<file path="src/rtl/mem_arb_pkg.sv">
// Shared types for the memory port arbiter: FSM states, port owner, latency counter width.
// Pure declarations; no timing and no flow control of its own.
package mem_arb_pkg;

  localparam int LAT_W = 3;

  typedef enum logic [1:0] {
    IDLE  = 2'd0,
    ISSUE = 2'd1,
    WAIT  = 2'd2,
    RESP  = 2'd3
  } arb_state_t;

  typedef enum logic {
    OWN_IF = 1'b0,
    OWN_D  = 1'b1
  } owner_t;

endpackage

</file>
<file path="src/rtl/mem_lat_counter.sv">
// Loadable down-counter for memory read latency; last is high while the count equals 1.
// Latency: load/decrement take effect on the next edge; no backpressure.
module mem_lat_counter
  import mem_arb_pkg::*;
(
  input  logic             clk,
  input  logic             reset,
  input  logic             load,
  input  logic [LAT_W-1:0] load_val,
  input  logic             dec,
  output logic             last
);

  logic [LAT_W-1:0] count;

  always_ff @(posedge clk or negedge reset) begin
    if (!reset) begin
      count <= '0;
    end else if (load) begin
      count <= load_val;
    end else if (dec && (count != '0)) begin
      count <= count - LAT_W'(1);
    end
  end

  assign last = (count == LAT_W'(1));

endmodule

</file>
<file path="src/rtl/mem_port_arbiter.sv">
// Shares one memory port between fetch and data with round-robin on conflict; reads finish at
// READ_LATENCY+2, stores at 3 cycles; requesters are level-held until their one-cycle done pulse.
module mem_port_arbiter
  import mem_arb_pkg::*;
#(
  parameter int ADDR_W       = 32,
  parameter int DATA_W       = 32,
  parameter int READ_LATENCY = 2
) (
  input  logic              clk,
  input  logic              reset,
  input  logic              if_req,
  input  logic [ADDR_W-1:0] if_addr,
  output logic              if_done,
  output logic [DATA_W-1:0] if_rdata,
  input  logic              d_req,
  input  logic              d_we,
  input  logic [ADDR_W-1:0] d_addr,
  input  logic [DATA_W-1:0] d_wdata,
  output logic              d_done,
  output logic [DATA_W-1:0] d_rdata,
  output logic [ADDR_W-1:0] mem_addr,
  output logic [DATA_W-1:0] mem_wdata,
  output logic              mem_wr,
  input  logic [DATA_W-1:0] mem_rdata,
  output logic              busy
);

  localparam logic [LAT_W-1:0] LAT_LOAD = LAT_W'(READ_LATENCY - 1);

  arb_state_t state_q, state_d;
  owner_t     owner_q, last_owner_q;
  logic       we_q;
  logic       grant, pick_d;
  logic       cnt_load, cnt_dec, cnt_last;

  // D wins when it is alone, or on a conflict when IF owned the port last.
  assign pick_d = d_req && (!if_req || (last_owner_q == OWN_IF));

  always_ff @(posedge clk or negedge reset) begin
    if (!reset) begin
      state_q <= IDLE;
    end else begin
      state_q <= state_d;
    end
  end

  always_comb begin
    state_d  = state_q;
    grant    = 1'b0;
    cnt_load = 1'b0;
    cnt_dec  = 1'b0;
    case (state_q)
      IDLE: begin
        if (if_req || d_req) begin
          grant   = 1'b1;
          state_d = ISSUE;
        end
      end
      ISSUE: begin
        if (we_q) begin
          state_d = RESP;
        end else begin
          cnt_load = 1'b1;
          state_d  = (READ_LATENCY == 1) ? RESP : WAIT;
        end
      end
      WAIT: begin
        cnt_dec = 1'b1;
        if (cnt_last) begin
          state_d = RESP;
        end
      end
      RESP: begin
        state_d = IDLE;
      end
      default: begin
        state_d = IDLE;
      end
    endcase
  end

  mem_lat_counter u_lat (
    .clk      (clk),
    .reset    (reset),
    .load     (cnt_load),
    .load_val (LAT_LOAD),
    .dec      (cnt_dec),
    .last     (cnt_last)
  );

  always_ff @(posedge clk or negedge reset) begin
    if (!reset) begin
      owner_q      <= OWN_IF;
      last_owner_q <= OWN_D;
      we_q         <= 1'b0;
      mem_addr     <= '0;
      mem_wdata    <= '0;
      if_done      <= 1'b0;
      d_done       <= 1'b0;
      if_rdata     <= '0;
      d_rdata      <= '0;
    end else begin
      if_done <= 1'b0;
      d_done  <= 1'b0;
      if (grant) begin
        owner_q   <= pick_d ? OWN_D : OWN_IF;
        we_q      <= pick_d && d_we;
        mem_addr  <= pick_d ? d_addr : if_addr;
        mem_wdata <= pick_d ? d_wdata : '0;
      end
      // Completion is registered so done and the new rdata appear together in the following IDLE cycle.
      if (state_q == RESP) begin
        last_owner_q <= owner_q;
        if (owner_q == OWN_IF) begin
          if_done  <= 1'b1;
          if_rdata <= mem_rdata;
        end else begin
          d_done <= 1'b1;
          if (!we_q) begin
            d_rdata <= mem_rdata;
          end
        end
      end
    end
  end

  // Combinational from state so an asynchronous reset drops the strobe immediately.
  assign mem_wr = (state_q == ISSUE) && we_q;
  assign busy   = (state_q != IDLE);

endmodule

</file>
<file path="config.mk">
export PLATFORM = sky130hd
export DESIGN_NAME = mem_port_arbiter
export DESIGN_NICKNAME = d
export VERILOG_FILES = /design/src/rtl/mem_arb_pkg.sv /design/src/rtl/mem_lat_counter.sv /design/src/rtl/mem_port_arbiter.sv
export SDC_FILE = /design/constraint.sdc
export NUM_CORES = 1
export LEC_CHECK = 0
export BUFFER_PORTS_ARGS = -buffer_cell sky130_fd_sc_hd__buf_2
export CAP_MARGIN = 5
export CORE_UTILIZATION = 47
export CTS_CLUSTER_SIZE = 16
export DETAILED_ROUTE_END_ITERATION = 8
export PLACE_DENSITY = 0.85
export SLEW_MARGIN = 20
export SYNTH_ARGS = -nofsm -noshare
export SYNTH_HDL_FRONTEND = slang
export SYNTH_SLANG_ARGS = --single-unit
</file>
<file path="constraint.sdc">
create_clock -name clk -period 1.81 [get_ports clk]
set_input_delay 0 -clock clk [delete_from_list [all_inputs] [get_ports clk]]
set_output_delay 0 -clock clk [all_outputs]
set_load 0.01 [all_outputs]
</file>
Yosys cells after proc, flatten, opt, wreduce, memory -nomap -nowiden:

Index checks and enable logic that the tools add are counted.

* input port bits: 133
* logic and storage cells: 53
* register bits after elaboration: 138

* equal/unequal tests: 6
* reduce and logical (&&, ||, !) cells: 14
* add/subtract/negate cells: 1
* mux-type cells: 18
* bitwise gates (word level): 3

Operators with widths (number)
* 32-bit two-way mux: 2
* 1-bit two-way mux: 11
* 2-bit one-hot mux with 4 select lines: 1
* 3-bit two-way mux: 2
* 2-bit == test, second input constant: 2
* 1-bit logical AND: 4
* 2-bit two-way mux: 2
* 2-bit inequality test, second input constant: 2
* 2-bit AND reduction: 2
* 2-bit nonzero test: 2
* 3-bit by 1-bit == test with 1-bit output, second input constant: 1
* 1-bit inverter: 3
* 3-bit AND reduction: 1
* 3-bit nonzero test: 1
* 3-bit by 1-bit subtractor with 3-bit output, second input constant: 1
* 2-bit by 1-bit == test with 1-bit output, second input constant: 1
* 2-bit logical NOT: 1
* 1-bit logical OR: 2
* 1-bit logical NOT: 1

Depth between registers and ports, before layout:

Gate-level depths: netlist (run 1).

* depth after elaboration: 5
* mapped depth: 7
* depth with buffers taken out: 5

Hierarchy:

A second synthesis (run 1) with hierarchy kept.

* cells, all modules: 442
* area, all modules: 5696.7 um^2

Modules (own cells, without submodules)
* mem_port_arbiter: cells an instance 418, area each 5475.3 um^2, times used 1, seq. area each 3379.5 um^2
* mem_lat_counter: cells an instance 24, area each 221.5 um^2, times used 1, seq. area each 75.1 um^2

Worst setup path after synthesis (run 1):

OpenSTA, ideal clock, no wires.

* path type: reg2reg
* from: reg state_q[0]
* to: reg d_rdata[0]
* data arrival time: 1475 ps
* library setup time: 125 ps
* path slack: 210 ps
* stages on the path, launching flop included: 7
* cell sequence: dfrtp_1 > ha_1 > and2_2 > nand2b_1 > buf_2 > buf_6 > mux2_4

* cells in the longest elaborated chain, start to end: 2

RTL lines
* from (decl): RTL line mem_port_arbiter.sv:31 `arb_state_t state_q, state_d;`
* from (signal assigned): RTL line mem_port_arbiter.sv:44 `state_q <= state_d;`
* 2-bit == test: RTL line mem_port_arbiter.sv:113 `if (state_q == RESP) begin`
* 3-bit AND reduction (no line)
* to (signal assigned): RTL line mem_port_arbiter.sv:121 `d_rdata <= mem_rdata;`
* to (decl): RTL line mem_port_arbiter.sv:21 `output logic [DATA_W-1:0] d_rdata,`

No other way between the ends.
A chain may end at the register's enable or synchronous reset.

Worst setup path after layout (run 1):

* from: reg state_q[0]
* to: out busy

* cells in the longest elaborated chain, start to end: 1

RTL lines
* 2-bit nonzero test: RTL line mem_port_arbiter.sv:130 `assign busy = (state_q != IDLE);`
* to (decl): RTL line mem_port_arbiter.sv:26 `output logic busy`

No other way between the ends.

==> results.json, run 1 <==
{
  "status": "finished with violations",
  "violations": "design-rule violations",
  "clockBufferDepth": 2,
  "drtPass1Iterations": 8,
  "cp_data_arrival_time_ns": 1.73,
  "p_comb_share_pct": 42.0,
  "hold_slack_ns": 0.143,
  "wl_met2_um": 9630,
  "grt_max_degree": 61,
  "synth_area_leaders": "dfrtp_1 (61%), mux2_4 (8.0%), mux2_2 (7.2%)",
  "dieArea_um2": 12400,
  "clk_latency_ns": 0.41,
  "clk_pin_slew_ns": 0.06,
  "tritoncts": "built",
  "utilization_pct": 78.6,
  "seq_area_frac_synth_pct": 61.2,
  "dpl.hpwl_um": 10100,
  "drc": 20,
  "maxCapViolCount": 0,
  "placed_area_um2": 7170,
  "clockRootBuffer": "clkbuf_16",
  "worstSetupPathType": "flip-flop to primary output",
  "multi_input_area_um2": 2010,
  "synth_xor_area_share_pct": 0,
  "nets": 976,
  "wl_met1_um": 7330,
  "synth_top_area_share_pct": 60.8,
  "seqPwrFrac_pct": 36.1,
  "die_h_um": 112,
  "top_layer": "met4",
  "worstRegToRegCells": 5,
  "cp-end-kind": "primary output",
  "seqCellArea_um2": 3450,
  "final_area_um2": 9090,
  "internal_power_mw": 9.84,
  "setup_viol": 0,
  "synth_top_family_by_area": "multiplexers",
  "required_ns": 1.81,
  "synth_compound_area_share_pct": 12.5,
  "area_growth_pct": 61.2,
  "netlist_instances": 433,
  "vias_per_cell": 5.49,
  "muxShareOfSynthArea_pct": 15.3,
  "synth-edff-count": 0,
  "grt_pass1_vias": 5733,
  "drtIter0Drc": 543,
  "critPathMaxFanout": 5,
  "finalHoldViolations": 0,
  "synth_fa_ha_area_share_pct": 1.55,
  "track_usage_pct": 32.2,
  "cts_made_buffers": 17,
  "ys.flop_type": "dfrtp_1",
  "start_util_pct": 48.8,
  "fill_cells": 601,
  "rows": 39,
  "pwr-share-clk_pct": 21.9,
  "drive_above_1_share_pct": 45.3,
  "routedWlPerCell_um": 19.7,
  "max_slew_margin_pct": 61.5,
  "fmax_mhz": 577,
  "grt_antenna_before_repair": 1,
  "synthSimpleGateAreaFrac_pct": 5.79,
  "fin_skew_ns": 0.00838,
  "ys_seq_elements": 138,
  "routed_wl_um": 19500,
  "ioPinCount": 265,
  "cts_max_level": 4,
  "grt_remaining_overflow": 0,
  "period_share_pct": 95.7,
  "setup-tns-final_ns": 0,
  "wl_met3_um": 1730,
  "layout_min_cycle_time_ns": 1.73,
  "syn_area_um2": 5640,
  "yosys.area.top_type": "dfrtp_1",
  "avgSynthCellArea_um2": 13.0,
  "vias": 5448,
  "yosysWarnings": 0,
  "ant_nets": 0,
  "gp_congestion": 0.850,
  "startpoint_type": "flip-flop",
  "n_antenna_cell": 0,
  "power.switching_mw": 5.53,
  "tightest_slew_ns": 0.577,
  "syn-num-nets": 573,
  "synth_cell_types": 31,
  "grt_pass1_wl_um": 30800,
  "placeableCoreArea_um2": 11600,
  "drv_slew": 0,
  "cellPowerDensity_nw_per_um2": 1690,
  "swShare_pct": 36.0,
  "async_flop_share_pct": 100,
  "peakVddDrop_v": 0.000700,
  "hp-class": "input port to async pin",
  "power.leakage_nw": 4.63,
  "cts.sinks": 138,
  "io_buffers": 264,
  "die-width_um": 112,
  "grt_setup_unrepaired": "true"
}
synth_stat cells (2+ instances only):
cell type and instances:
nor2_1 35, buf_6 6, nand2b_1 4, buf_4 3, buf_1 3, clkbuf_1 2
inv_1 6, ha_1 7, buf_2 14, a21oi_1 67, dfrtp_1 137, nand2_1 33
mux2_2 36, mux2_4 30, a22o_1 34
power groups by stage:
stage          Combinational (mW)  Clock [mW]  Sequential [mW]
3_5_place_dp                 5.94           0             5.42
6_report                     6.46        3.36             5.55
3_3_place_gp                 5.72           0             5.36
5_1_grt                      6.92        3.55             5.67
4_1_cts                      6.16        3.38             5.41
2_1_floorplan                2.98           0             6.00
area by class of cell:
cell class	count	share of cell area [%]
sequential	138	38.0
timing repair buffer	411	31.3
multi-input combinational	262	22.1
clock buffer	21	5.17
tap	143	1.97
clock inverter	11	1.20
inverter	6	0.248
what timing repair did:
| item | in CTS | in global routing |
|---|---|---|
| hold buffers | 130 | 0 |
| hold endpoints to repair | 184 | 0 |
| setup buffers | 0 | 1 |
| setup endpoints to repair | 0 | 46 |
| gates resized for setup | 0 | 4 |
through the flow:
stage / power, mW / std cells / setup WS (ns)
after floorplan: 8.98 / 433 / 0.210
after global placement: 11.1 / 828 / 0.205
after detailed placement: 11.4 / 828 / 0.108
after CTS: 15.0 / 990 / 0.0904
after global routing: 16.1 / 992 / -0.0393
final: 15.4 / 992 / 0.0770
critical path, cell delays in order (launching register included):
cell and delay, ns:
dfrtp_1 0.42, inv_1 0.09, ha_1 0.28, inv_1 0.30, buf_2 0.24
layer usage:
metal,GRT usage [%],vias to the layer above
met5,0,-
met3,10.6,81
met2,54.1,365
li1,-,2337
met1,37.5,2665
met4,15.1,0
state kept, by name, summed over array words and instances (netlist names):
signal,cells
d_done,1
d_rdata,32
if_done,1
if_rdata,32
last_owner_q,1
mem_addr,32
mem_wdata,32
owner_q,1
state_q,2
u_lat.count,3
we_q,1
cells in the final DEF (no fill, tap or decap), types with 3 or more instances in the layout:
master         netlist  routed
dfrtp_1            137     137
clkbuf_8             0       3
a22o_1              34      34
a21oi_1             67      67
clkbuf_16            0      17
dlygate4sd3_1        0     130
inv_1                6       6
buf_12               0       7
nand2b_1             4       3
mux2_4              30      30
nand2_1             33      33
ha_1                 7       7
buf_2               14     263
mux2_2              36      36
nor2_1              35      35
buf_4                3       9
inv_6                0       5
cells by family after synthesis:
| logic type | count (synthesis) |
|---|---|
| AOI/OAI and AO/OA | 110 |
| and+or+nand+nor | 77 |
| DFF | 138 |
| adders and majority gates | 7 |
| muxes | 67 |
| buffers and inverters | 34 |
final timing paths:
check,from,to,slack (ns)
worst max-delay path,state_q[0],busy,0.08
worst min-delay path,reset,mem_wdata[0],0.14
worst max register to register,state_q[1],mem_wdata[27],0.15
worst min register to register,if_rdata[17],if_rdata[17],0.50
max in group asynchronous,reset,if_rdata[30],0.94
min in group clk,d_req,owner_q,0.17
Power figures use the tool's default switching activity.
==> run 2: changes to the inputs <==
--- a/config.mk
+++ b/config.mk
@@ -7,10 +7,10 @@
 export LEC_CHECK = 0
 export BUFFER_PORTS_ARGS = -buffer_cell sky130_fd_sc_hd__buf_2
 export CAP_MARGIN = 5
-export CORE_UTILIZATION = 47
+export CORE_UTILIZATION = 42
 export CTS_CLUSTER_SIZE = 16
 export DETAILED_ROUTE_END_ITERATION = 8
-export PLACE_DENSITY = 0.85
+export PLACE_DENSITY = 0.8
 export SLEW_MARGIN = 20
 export SYNTH_ARGS = -nofsm -noshare
 export SYNTH_HDL_FRONTEND = slang
==> constraint.sdc (replaced) <==
create_clock -name clk -period 1.5 [get_ports clk]
set_input_delay 0 -clock clk [delete_from_list [all_inputs] [get_ports clk]]
set_output_delay 0 -clock clk [all_outputs]
set_load 0.01 [all_outputs]
==> run 2 against run 1 <==
Effect of this change: the flow finishes with violations (negative setup slack); combinational power rose by 35%; clock power is 17% higher; register-to-register slack worse by 0.19 ns; largest power group unchanged; sequential power rose by 20%; first-iteration DRC count down 50%; sequential share of layout area fell by 1.5 points; critical path type is now flip-flop to flip-flop.
==> results.json, run 2 (synthesized netlist as in run 1, its figures left out) <==
{
  "cp_data_arrival_time_ns": 1.83,
  "clk_latency_ns": 0.41,
  "drtPass1Iterations": 5,
  "routed_wl_um": 18900,
  "start_util_pct": 43.8,
  "violations": "negative setup slack",
  "die-width_um": 118,
  "grt_max_degree": 58,
  "maxCapViolCount": 0,
  "clockBufferDepth": 2,
  "vias": 5308,
  "drc": 0,
  "placeableCoreArea_um2": 12900,
  "gp_congestion": 0.833,
  "vias_per_cell": 5.13,
  "drive_above_1_share_pct": 47.5,
  "tritoncts": "built",
  "track_usage_pct": 26.7,
  "dpl.hpwl_um": 10400,
  "power.leakage_nw": 4.86,
  "layout_common_cells": "buf_2 (262), dfrtp_1 (137), dlygate4sd3_1 (130)",
  "grt_remaining_overflow": 0,
  "ioPinCount": 265,
  "worstSetupPathType": "flip-flop to flip-flop",
  "period_share_pct": 103,
  "fin_skew_ns": 0.00889,
  "required_ns": 1.79,
  "critPathMaxFanout": 8,
  "cp-end-kind": "flip-flop",
  "tightest_slew_ns": 0.346,
  "setup_viol": 30,
  "total_power_mw": 19.3,
  "grt_antenna_before_repair": 1,
  "drtIter0Drc": 272,
  "cts_max_level": 4,
  "clockRootBuffer": "clkbuf_16",
  "routedWlPerCell_um": 18.2,
  "nets": 988,
  "peakVddDrop_v": 0.000981,
  "clk_pin_slew_ns": 0.06,
  "setup-tns-final_ns": -0.461,
  "status": "finished with violations",
  "finalHoldViolations": 0,
  "io_buffers": 264,
  "fill_cells": 776,
  "cts.sinks": 138,
  "reg2reg_from": "state_q[0]",
  "area_growth_pct": 67.9,
  "cts_made_buffers": 17,
  "layout_min_cycle_time_ns": 1.54,
  "reg2reg_to": "if_rdata[2]",
  "worst-r2r-setup-slack_ns": -0.04,
  "rows": 41,
  "drv_slew": 0,
  "hp-class": "input port to async pin",
  "fmax_mhz": 650,
  "ant_nets": 0,
  "worstRegToRegCells": 5,
  "mostFrequentLayoutCell": "buf_2",
  "grt_setup_unrepaired": "true",
  "timing.final.ws_setup_ns": -0.0383,
  "grt_pass1_vias": 5669,
  "die_h_um": 118,
  "grt_pass1_wl_um": 28700,
  "cellPowerDensity_nw_per_um2": 2040,
  "startpoint_type": "flip-flop",
  "max_slew_margin_pct": 76.9,
  "dieArea_um2": 13900
}
## run 2: cell count changes in the layout (fill, tap and decap cells not counted), moves of 3 or more
| cell | previous run | this run |
|---|---|---|
| inv_1 | 6 | 2 |
| mux2_2 | 36 | 8 |
| buf_6 | 2 | 7 |
| ha_1 | 7 | 4 |
| inv_6 | 5 | 2 |
| buf_4 | 9 | 12 |
| inv_2 | 0 | 3 |
| clkinvlp_4 | 1 | 6 |
| mux2_4 | 30 | 58 |
## run 2: area by class of cell
| type | count | area [um2] | share of cell area [%] |
|---|---|---|---|
| Antenna cell | 1 | 2.50 | 0.0264 |
| Clock buffer | 19 | 443 | 4.67 |
| Clock inverter | 13 | 120 | 1.27 |
| Inverter | 6 | 25.0 | 0.264 |
| Multi-Input combinational cell | 261 | 2150 | 22.7 |
| Sequential cell | 138 | 3450 | 36.5 |
| Tap cell | 172 | 215 | 2.27 |
| Timing Repair Buffer | 424 | 3070 | 32.4 |
## run 2: stage by stage
stage          util [%]  hold slack [ns]  cell area, um2  setup WS, ns  cells
6_report           73.6           0.0696            9480       -0.0383   1034
5_1_grt            73.6           0.0763            9480       -0.0813   1034
4_1_cts            71.9           0.0438            9260       -0.0247   1027
3_5_place_dp       56.6          -0.0888            7290       -0.0511    863
3_3_place_gp       56.6          -0.0908            7290       -0.0208    863
2_1_floorplan         -           -0.296            5660        0.0205    433
## run 2: how the worst max path moves through the flow
stage / from / endpoint / slack (ns) / cells after the start
after floorplan: state_q[0] / d_rdata[0] / 0.02 / 6
after global placement: state_q[1] / d_rdata[10] / -0.02 / 5
after detailed placement: state_q[1] / mem_wdata[5] / -0.05 / 6
after CTS: state_q[1] / d_rdata[12] / -0.02 / 5
after global routing: state_q[1] / if_rdata[2] / -0.08 / 5
final: state_q[0] / if_rdata[2] / -0.04 / 5
## run 2: where the power goes
group | switching, mW | total (mW) | internal (mW)
logic | 4.04 | 8.70 | 4.66
registers | 1.13 | 6.67 | 5.53
clock network | 1.61 | 3.94 | 2.33
total | 6.78 | 19.3 | 12.5
## run 2: critical path, stage by stage (launching register included)
cell and delay (ns):
dfrtp_1 0.42, ha_2 0.19, buf_4 0.14, nand2b_4 0.14, clkbuf_16 0.19, mux2_2 0.33
## run 2: routing by layer
metal / routed length, um / vias up / global-route usage (%)
met5: 0 / - / 0
met4: 796 / 0 / 17.0
met3: 1280 / 74 / 6.83
met2: 9600 / 318 / 46.4
met1: 7170 / 2574 / 29.0
li1: - / 2342 / -
## run 2: repair_timing
item / CTS / global route
setup endpoints to repair: 121 / 78
pin swaps: 1 / 3
hold buffers: 130 / 0
gates resized for setup: 16 / 36
endpoints found under the hold margin: 266 / 0
cloned: 2 / 2
buffers inserted: 0 / 4
